==> src/rtl/lsu_store_buffer_pkg.sv <==
// Shared store-buffer types: the sb_entry_t record, default depth and the byte-merge helper.
package lsu_store_buffer_pkg;

    localparam int WAY_NUM     = 2;
    localparam int SB_SIZE_DEF = 4;

    typedef struct packed {
        logic [31:0]        target_addr;
        logic [31:0]        write_data;
        logic [3:0]         wstrb;
        logic               valid;
        logic               uncached;
        logic [WAY_NUM-1:0] hit;
    } sb_entry_t;

    localparam int SB_ENTRY_W = $bits(sb_entry_t);

    // Byte lanes of new_data replace old_data wherever strb is set.
    function automatic logic [31:0] merge_bytes(input logic [31:0] old_data,
                                                input logic [31:0] new_data,
                                                input logic [3:0]  strb);
        logic [31:0] res;
        res = old_data;
        for (int b = 0; b < 4; b++) begin
            if (strb[b]) res[8*b +: 8] = new_data[8*b +: 8];
        end
        return res;
    endfunction

endpackage

==> src/rtl/handshake_if.sv <==
// Generic valid/ready/data handshake bundle with sender and receiver views.
interface handshake_if #(parameter int W = lsu_store_buffer_pkg::SB_ENTRY_W);
    logic         valid;
    logic         ready;
    logic [W-1:0] data;

    modport sender   (output valid, output data, input ready);
    modport receiver (input valid, input data, output ready);
endinterface

==> src/rtl/lsu_store_buffer.sv <==
// In-order store buffer between dcache M1 and commit, with age-ordered forwarding view.
// Optional store coalescing into the youngest entry is enabled by defining SB_COALESCE_EN.
module lsu_store_buffer
    import lsu_store_buffer_pkg::*;
#(
    parameter int SB_SIZE = SB_SIZE_DEF
) (
    input  logic                    clk,
    input  logic                    rst_n,
    input  logic                    flush_i,
    handshake_if.receiver           sb_entry_receiver,
    handshake_if.sender             sb_entry_sender,
    output sb_entry_t [SB_SIZE-1:0] sb_entry_o,
    output logic                    sb_stall
);

    localparam int PTR_W = $clog2(SB_SIZE);
    localparam int CNT_W = PTR_W + 1;
    localparam logic [CNT_W-1:0] FULL = CNT_W'(SB_SIZE);

    typedef logic [PTR_W-1:0] ptr_t;

    sb_entry_t          entry_q [SB_SIZE];
    sb_entry_t          entry_d [SB_SIZE];
    logic [SB_SIZE-1:0] valid_q, valid_d;
    ptr_t               head_q, head_d, tail_q, tail_d;
    logic [CNT_W-1:0]   count_q, count_d;

    sb_entry_t in_entry, wr_entry;
    logic      full, empty, enq_fire, deq_fire, merge, alloc;

    assign in_entry = sb_entry_t'(sb_entry_receiver.data);
    assign full     = (count_q == FULL);
    assign empty    = (count_q == '0);
    assign sb_stall = full;

    assign sb_entry_sender.valid = !empty;
    assign sb_entry_sender.data  = sb_entry_o[0];
    assign deq_fire = sb_entry_sender.valid & sb_entry_sender.ready;
    assign enq_fire = sb_entry_receiver.valid & sb_entry_receiver.ready;

`ifdef SB_COALESCE_EN
    ptr_t      young_idx;
    sb_entry_t merged_entry;

    assign young_idx = tail_q - ptr_t'(1);
    // The youngest entry cannot absorb a store while it is also leaving as the head.
    assign merge = !empty && valid_q[young_idx]
                && (in_entry.target_addr[31:2] == entry_q[young_idx].target_addr[31:2])
                && !in_entry.uncached && !entry_q[young_idx].uncached
                && !(deq_fire && (count_q == CNT_W'(1)));
    assign sb_entry_receiver.ready = !full || merge;

    always_comb begin
        merged_entry            = entry_q[young_idx];
        merged_entry.wstrb      = entry_q[young_idx].wstrb | in_entry.wstrb;
        merged_entry.write_data = merge_bytes(entry_q[young_idx].write_data,
                                              in_entry.write_data, in_entry.wstrb);
        merged_entry.hit        = in_entry.hit;
    end
`else
    assign merge = 1'b0;
    assign sb_entry_receiver.ready = !full;
`endif

    assign alloc = enq_fire && !flush_i && !merge;

    always_comb begin
        wr_entry       = in_entry;
        wr_entry.valid = 1'b1;
        entry_d        = entry_q;
        valid_d        = valid_q;
        head_d         = head_q;
        tail_d         = tail_q;
        count_d        = count_q + CNT_W'(alloc) - CNT_W'(deq_fire);

        if (deq_fire) begin
            valid_d[head_q] = 1'b0;
            head_d          = head_q + ptr_t'(1);
        end
        if (alloc) begin
            entry_d[tail_q] = wr_entry;
            valid_d[tail_q] = 1'b1;
            tail_d          = tail_q + ptr_t'(1);
        end
`ifdef SB_COALESCE_EN
        if (enq_fire && !flush_i && merge) entry_d[young_idx] = merged_entry;
`endif
        // A same-cycle dequeue has already been seen by commit; flush only drops what remains.
        if (flush_i) begin
            valid_d = '0;
            head_d  = '0;
            tail_d  = '0;
            count_d = '0;
        end
    end

    always_ff @(posedge clk) begin
        if (!rst_n) begin
            valid_q <= '0;
            head_q  <= '0;
            tail_q  <= '0;
            count_q <= '0;
        end else begin
            valid_q <= valid_d;
            head_q  <= head_d;
            tail_q  <= tail_d;
            count_q <= count_d;
        end
    end

    always_ff @(posedge clk) begin
        entry_q <= entry_d;
    end

    // Rotate storage into age order; unoccupied slots read as all-zero.
    for (genvar i = 0; i < SB_SIZE; i++) begin : g_rot
        ptr_t      idx;
        sb_entry_t slot;
        always_comb begin
            idx        = head_q + ptr_t'(i);
            slot       = entry_q[idx];
            slot.valid = entry_q[idx].valid & valid_q[idx];
        end
        assign sb_entry_o[i] = (CNT_W'(i) < count_q) ? slot : '0;
    end

    a_count_bound: assert property (@(posedge clk) disable iff (!rst_n) count_q <= FULL);
    a_no_underflow: assert property (@(posedge clk) disable iff (!rst_n) !(deq_fire && empty));

endmodule

==> src/flat_wrapper.sv <==
// flat-port wrapper written by rule: the top's interface ports become plain ports
module lsu_store_buffer_flat import lsu_store_buffer_pkg::*;
#(
    parameter int SB_SIZE = SB_SIZE_DEF
)
  (clk, rst_n, flush_i, sb_entry_o, sb_stall, sb_entry_receiver_valid, sb_entry_receiver_data, sb_entry_receiver_ready, sb_entry_sender_valid, sb_entry_sender_data, sb_entry_sender_ready);
  handshake_if #(.W(SB_ENTRY_W)) sb_entry_receiver_i ();
  handshake_if #(.W(SB_ENTRY_W)) sb_entry_sender_i ();
  input  logic clk;
  input  logic rst_n;
  input  logic flush_i;
  output sb_entry_t [SB_SIZE-1:0] sb_entry_o;
  output logic sb_stall;
  input wire logic [$bits(sb_entry_receiver_i.valid)-1:0] sb_entry_receiver_valid;
  input wire logic [$bits(sb_entry_receiver_i.data)-1:0] sb_entry_receiver_data;
  output wire logic [$bits(sb_entry_receiver_i.ready)-1:0] sb_entry_receiver_ready;
  output wire logic [$bits(sb_entry_sender_i.valid)-1:0] sb_entry_sender_valid;
  output wire logic [$bits(sb_entry_sender_i.data)-1:0] sb_entry_sender_data;
  input wire logic [$bits(sb_entry_sender_i.ready)-1:0] sb_entry_sender_ready;
  assign sb_entry_receiver_i.valid = sb_entry_receiver_valid;
  assign sb_entry_receiver_i.data = sb_entry_receiver_data;
  assign sb_entry_receiver_ready = sb_entry_receiver_i.ready;
  assign sb_entry_sender_valid = sb_entry_sender_i.valid;
  assign sb_entry_sender_data = sb_entry_sender_i.data;
  assign sb_entry_sender_i.ready = sb_entry_sender_ready;
  lsu_store_buffer #(.SB_SIZE(SB_SIZE)) u_core (.clk(clk), .rst_n(rst_n), .flush_i(flush_i), .sb_entry_receiver(sb_entry_receiver_i), .sb_entry_sender(sb_entry_sender_i), .sb_entry_o(sb_entry_o), .sb_stall(sb_stall));
endmodule
==> config.mk <==
export PLATFORM = sky130hd
export DESIGN_NAME = lsu_store_buffer_flat
export DESIGN_NICKNAME = d
export VERILOG_FILES = /design/src/rtl/lsu_store_buffer_pkg.sv /design/src/rtl/handshake_if.sv /design/src/rtl/lsu_store_buffer.sv /design/src/flat_wrapper.sv
export SDC_FILE = /design/constraint.sdc
export NUM_CORES = 1
export LEC_CHECK = 0
export CAP_MARGIN = 20
export CORE_MARGIN = 4
export CORE_UTILIZATION = 25
export DETAILED_ROUTE_END_ITERATION = 6
export DONT_BUFFER_PORTS = 1
export PLACE_DENSITY = 0.42
export SLEW_MARGIN = 20
export SYNTH_ARGS = -nofsm -noshare
export SYNTH_HDL_FRONTEND = slang
export SYNTH_SLANG_ARGS = --single-unit
==> constraint.sdc <==
create_clock -name clk -period 8.84 [get_ports clk]
set_input_delay 1.326 -clock clk [delete_from_list [all_inputs] [get_ports clk]]
set_output_delay 1.326 -clock clk [all_outputs]
set_load 0.005 [all_outputs]
==> summary.md <==
| Metric | Value |
|---|---|
| Status | completed |
| Slew HR | 34.47% |
| Worst setup EP type | primary output |
| Largest net degree at the start of global routing | 109 |
| Adder-cell area share of the yosys netlist | 0.9149% |
| Synth cell types | 27 |
| Maximum clock frequency | 185.3 MHz |
| Filler cell count in the final layout | 7,325 |
| Combinational family with the most area after synthesis | multiplexers |
| Post-route ant nets | 0 |
| Fin Setup TNS | 0 ns |
| CTS Sinks | 295 |
| Initial antenna violation count | 0 |
| Register area | 0.008760 mm² |
| Initial drt markers | 617 |
| Synth area leader | edfxtp_1 |
| Setup ws final | 3.443 ns |
| Power per cell area | 177.6 mW/mm² |
| Crit path max-delay family | buffers and inverters |
| Die Area | 0.07882 mm² |
| Diodes inserted | 0 |
| Setup crit start | u_core.head_q[0]$_SDFFE_PP0N_ |
| Num ports | 440 |
| Post-synthesis mux area share | 34.87% |
| Starting Density | 25.36% |
| WS Path Type | reg2out |
| Root Driver | clkbuf_16 |
| Row count | 99 |
| First-pass GRT wire length | 80,500 µm |
| Tightest Pin Transition | 0.9830 ns |
| Synth warn | 0 |
| Multi-input gate area | 0.008748 mm² |
| Leak Pwr | 0.005634 µW |
| Flop-to-flop setup slack | 5.64 ns |
| Top post-synthesis cells by area | edfxtp_1 46%, mux4_2 35%, nor2b_1 7.4% |
| Num CTS Buffers | 39 |
| Vias in the first global route | 10,786 |
| Post-place setup slack | 3.918 ns |
| Clock Skews | 0.009228 ns |
| Buf/Inv on CP | 2 |
| Synthesized Nets | 1,195 |
| Gate Count Post-Synth | 1,105 |
| Cts repair resizes | 0 |
| Fraction of registers with async set/reset | 0% |
| P&R area growth vs syn | 8.348% |
| Combinational share of power | 12.3% |
| Crit path DAT | 4.07 ns |
| Placed insts | 1,913 |
| Crit path launch type | flop |
| Layout Nets | 1,085 |
| Worst R2R Path Depth | 4 |
| Worst R2R Start | u_core.count_q[2]$_SDFF_PP0_ |
| CP max stage cell | dfxtp_4 |
| Post-synth top flop | edfxtp_1 |
| Vias per std cell | 5.180 |
| Post-Synth Simple-Gate Area | 10.27% |
| Worst R2R End | u_core.entry_q[237]$_DFFE_PP_ |
| Synthesized area | 0.01860 mm² |
| WP depth | 5 |
| Sequential area share after synthesis | 47.04% |
| Post-synth EDFFs | 284 |
| Switch share | 25.81% |
| Setup bufs post-CTS | 0 |
| RSZ-0062 raised after global routing | false |
| PortBufs | 0 |
| Hold Vio Cnt, Final | 0 |
| Peak supply drop | 0.1236 mV |
| Longest Clk Path Bufs | 3 |
| Non-Filler Instances | 1,984 |
| Psw | 923.6 µW |
| Largest stage delay on the critical path | 0.86 ns |
| Half-perimeter wire length after placement | 36,050 µm |
| Cts hold-fix bufs | 0 |
| CP required | 7.51 ns |
| GP Congestion | 0.6988 |
| Detailed Route WL | 56,250 µm |
| Post-DR wirelength/cell | 28.35 µm |
| # DRC | 0 |
| Clock power share | 43.1% |
| First-pass DRT Iterations | 5 |
| Pins Over Slew Limit | 0 |
| Die H | 280.8 µm |
| Global route overflow | 0 |
| Share of layout cells above drive strength 1 | 36.20% |
| Reg power frac | 44.6% |
| Clock-pin slew on the worst setup and hold paths | 0.06 ns |
| TritonCTS clock tree | built |
| Vias | 10,278 |
| Share of the synthesized area in the top cell type | 45.85% |
| Final Setup Violations | 0 |
| Hold Path Cell Cnt | 2 |
| Fin crit share | 61.05% |
| Internal power | 2655 µW |
| GRT Total Usage | 13.84% |
| Worst skew pair latency | 0.55 ns |
| Post-layout util | 27.48% |
| Max H-tree Level | 2 |
| Die width | 280.8 µm |
| Worst-path cell chain | inv_1 -> ha_4 -> buf_4 -> mux4_2 -> and2_1 |
| Synth Area in Compound Gates | 0.5651% |
| Post-synthesis register bit count | 295 |
| Crit-path max FO | 60 |
| Post-Synth XOR/XNOR Area | 0.09418% |
| Core box area | 0.07333 mm² |
| Hold/Removal Path Class | reg2reg |
| Max Cap Viol | 0 |
| Mapped Avg Cell Area | 16.83 µm² |
| Final min period | 5.397 ns |
| CP endpoint | sb_entry_o[267] |
## state kept, by name (all words and copies together), names as in the netlist
register / cells
u_core.tail_q: 2
u_core.count_q: 3
u_core.valid_q: 4
u_core.head_q: 2
u_core.entry_q: 284
## synth_stat cells (all sizes together), types with 2 or more instances
cell type	count
nand3	4
edfxtp	284
mux4	288
a21oi	2
nor2b	219
and2	74
o21a	8
ha	12
nor2	2
buf	136
dfxtp	11
o21ai	3
inv	16
clkbuf	33
and3	4
## cell usage in the layout, fill, tap and decap left out, types with 4 or more instances in the layout
master	synthesis	final
mux4_2	288	288
edfxtp_1	284	284
nor2b_1	219	218
and2_1	74	74
clkbuf_16	0	40
buf_4	83	17
inv_1	16	16
clkbuf_1	33	12
ha_1	12	10
o21a_1	8	8
dfxtp_1	11	8
clkinv_1	0	7
and3_4	0	4
nand3_1	4	4
clkinv_2	0	4
## per-layer routing
metal	vias up	global-route usage (%)	part of all wire, %
li1	4144	-	-
met1	5678	15.77	37
met2	390	24.92	53
met3	66	4.926	8.3
met4	0	3.196	1.8
met5	-	0	0
## how the worst min path moves through the flow
| stage | start | to |
|---|---|---|
| 4_1_cts | u_core.tail_q[0]$_SDFFE_PP0N_ | u_core.tail_q[0]$_SDFFE_PP0N_ |
| 5_1_grt | u_core.tail_q[0]$_SDFFE_PP0N_ | u_core.tail_q[0]$_SDFFE_PP0N_ |
| 6_report | u_core.tail_q[0]$_SDFFE_PP0N_ | u_core.tail_q[0]$_SDFFE_PP0N_ |
| 3_3_place_gp | u_core.tail_q[0]$_SDFFE_PP0N_ | u_core.tail_q[0]$_SDFFE_PP0N_ |
| 2_1_floorplan | u_core.tail_q[0]$_SDFFE_PP0N_ | u_core.tail_q[0]$_SDFFE_PP0N_ |
| 3_5_place_dp | u_core.tail_q[0]$_SDFFE_PP0N_ | u_core.tail_q[0]$_SDFFE_PP0N_ |
## power by group through the flow
| stage | Sequential (µW) | Clock, µW | Combinational [µW] |
|---|---|---|---|
| 2_1_floorplan | 1610 | 0 | 368 |
| 3_3_place_gp | 1620 | 0 | 459 |
| 3_5_place_dp | 1620 | 0 | 458 |
| 4_1_cts | 1590 | 1610 | 461 |
| 5_1_grt | 1600 | 1670 | 482 |
| 6_report | 1600 | 1540 | 440 |
## layout make-up
class                      instances  area share, %
clock buffer                      53          5.259
clock inverter                    18         0.8755
inverter                          16         0.2980
multi-input combinational        625          43.41
sequential                       295          43.47
tap                              959          5.954
timing repair buffer              18         0.7326
## tightest hold or removal path, cell delays in order, from the launching register on
cell and delay, ns:
dfxtp_1 0.34, o21ai_0 0.08, a21oi_1 0.06
## per-stage QoR
step | cell area, µm² | total power (µW) | hold slack [ns]
2_1_floorplan | 18600 | 1977 | 0.4837
3_3_place_gp | 18920 | 2082 | 0.5154
3_5_place_dp | 18920 | 2082 | 0.5244
4_1_cts | 20150 | 3670 | 0.5340
5_1_grt | 20150 | 3748 | 0.5535
6_report | 20150 | 3578 | 0.5338
## kinds of logic (layout without fill, tap and decap cells)
group,after synthesis,after routing
flip-flops,295,295
buffers and inverters,185,105
adder cells (fa/ha/maj),13,13
AND/OR/NAND/NOR,307,307
XOR/XNOR,2,2
multiplexers,288,288
AO/OA/AOI/OAI,15,15
Note: power is estimated with default switching activity, not from simulation.
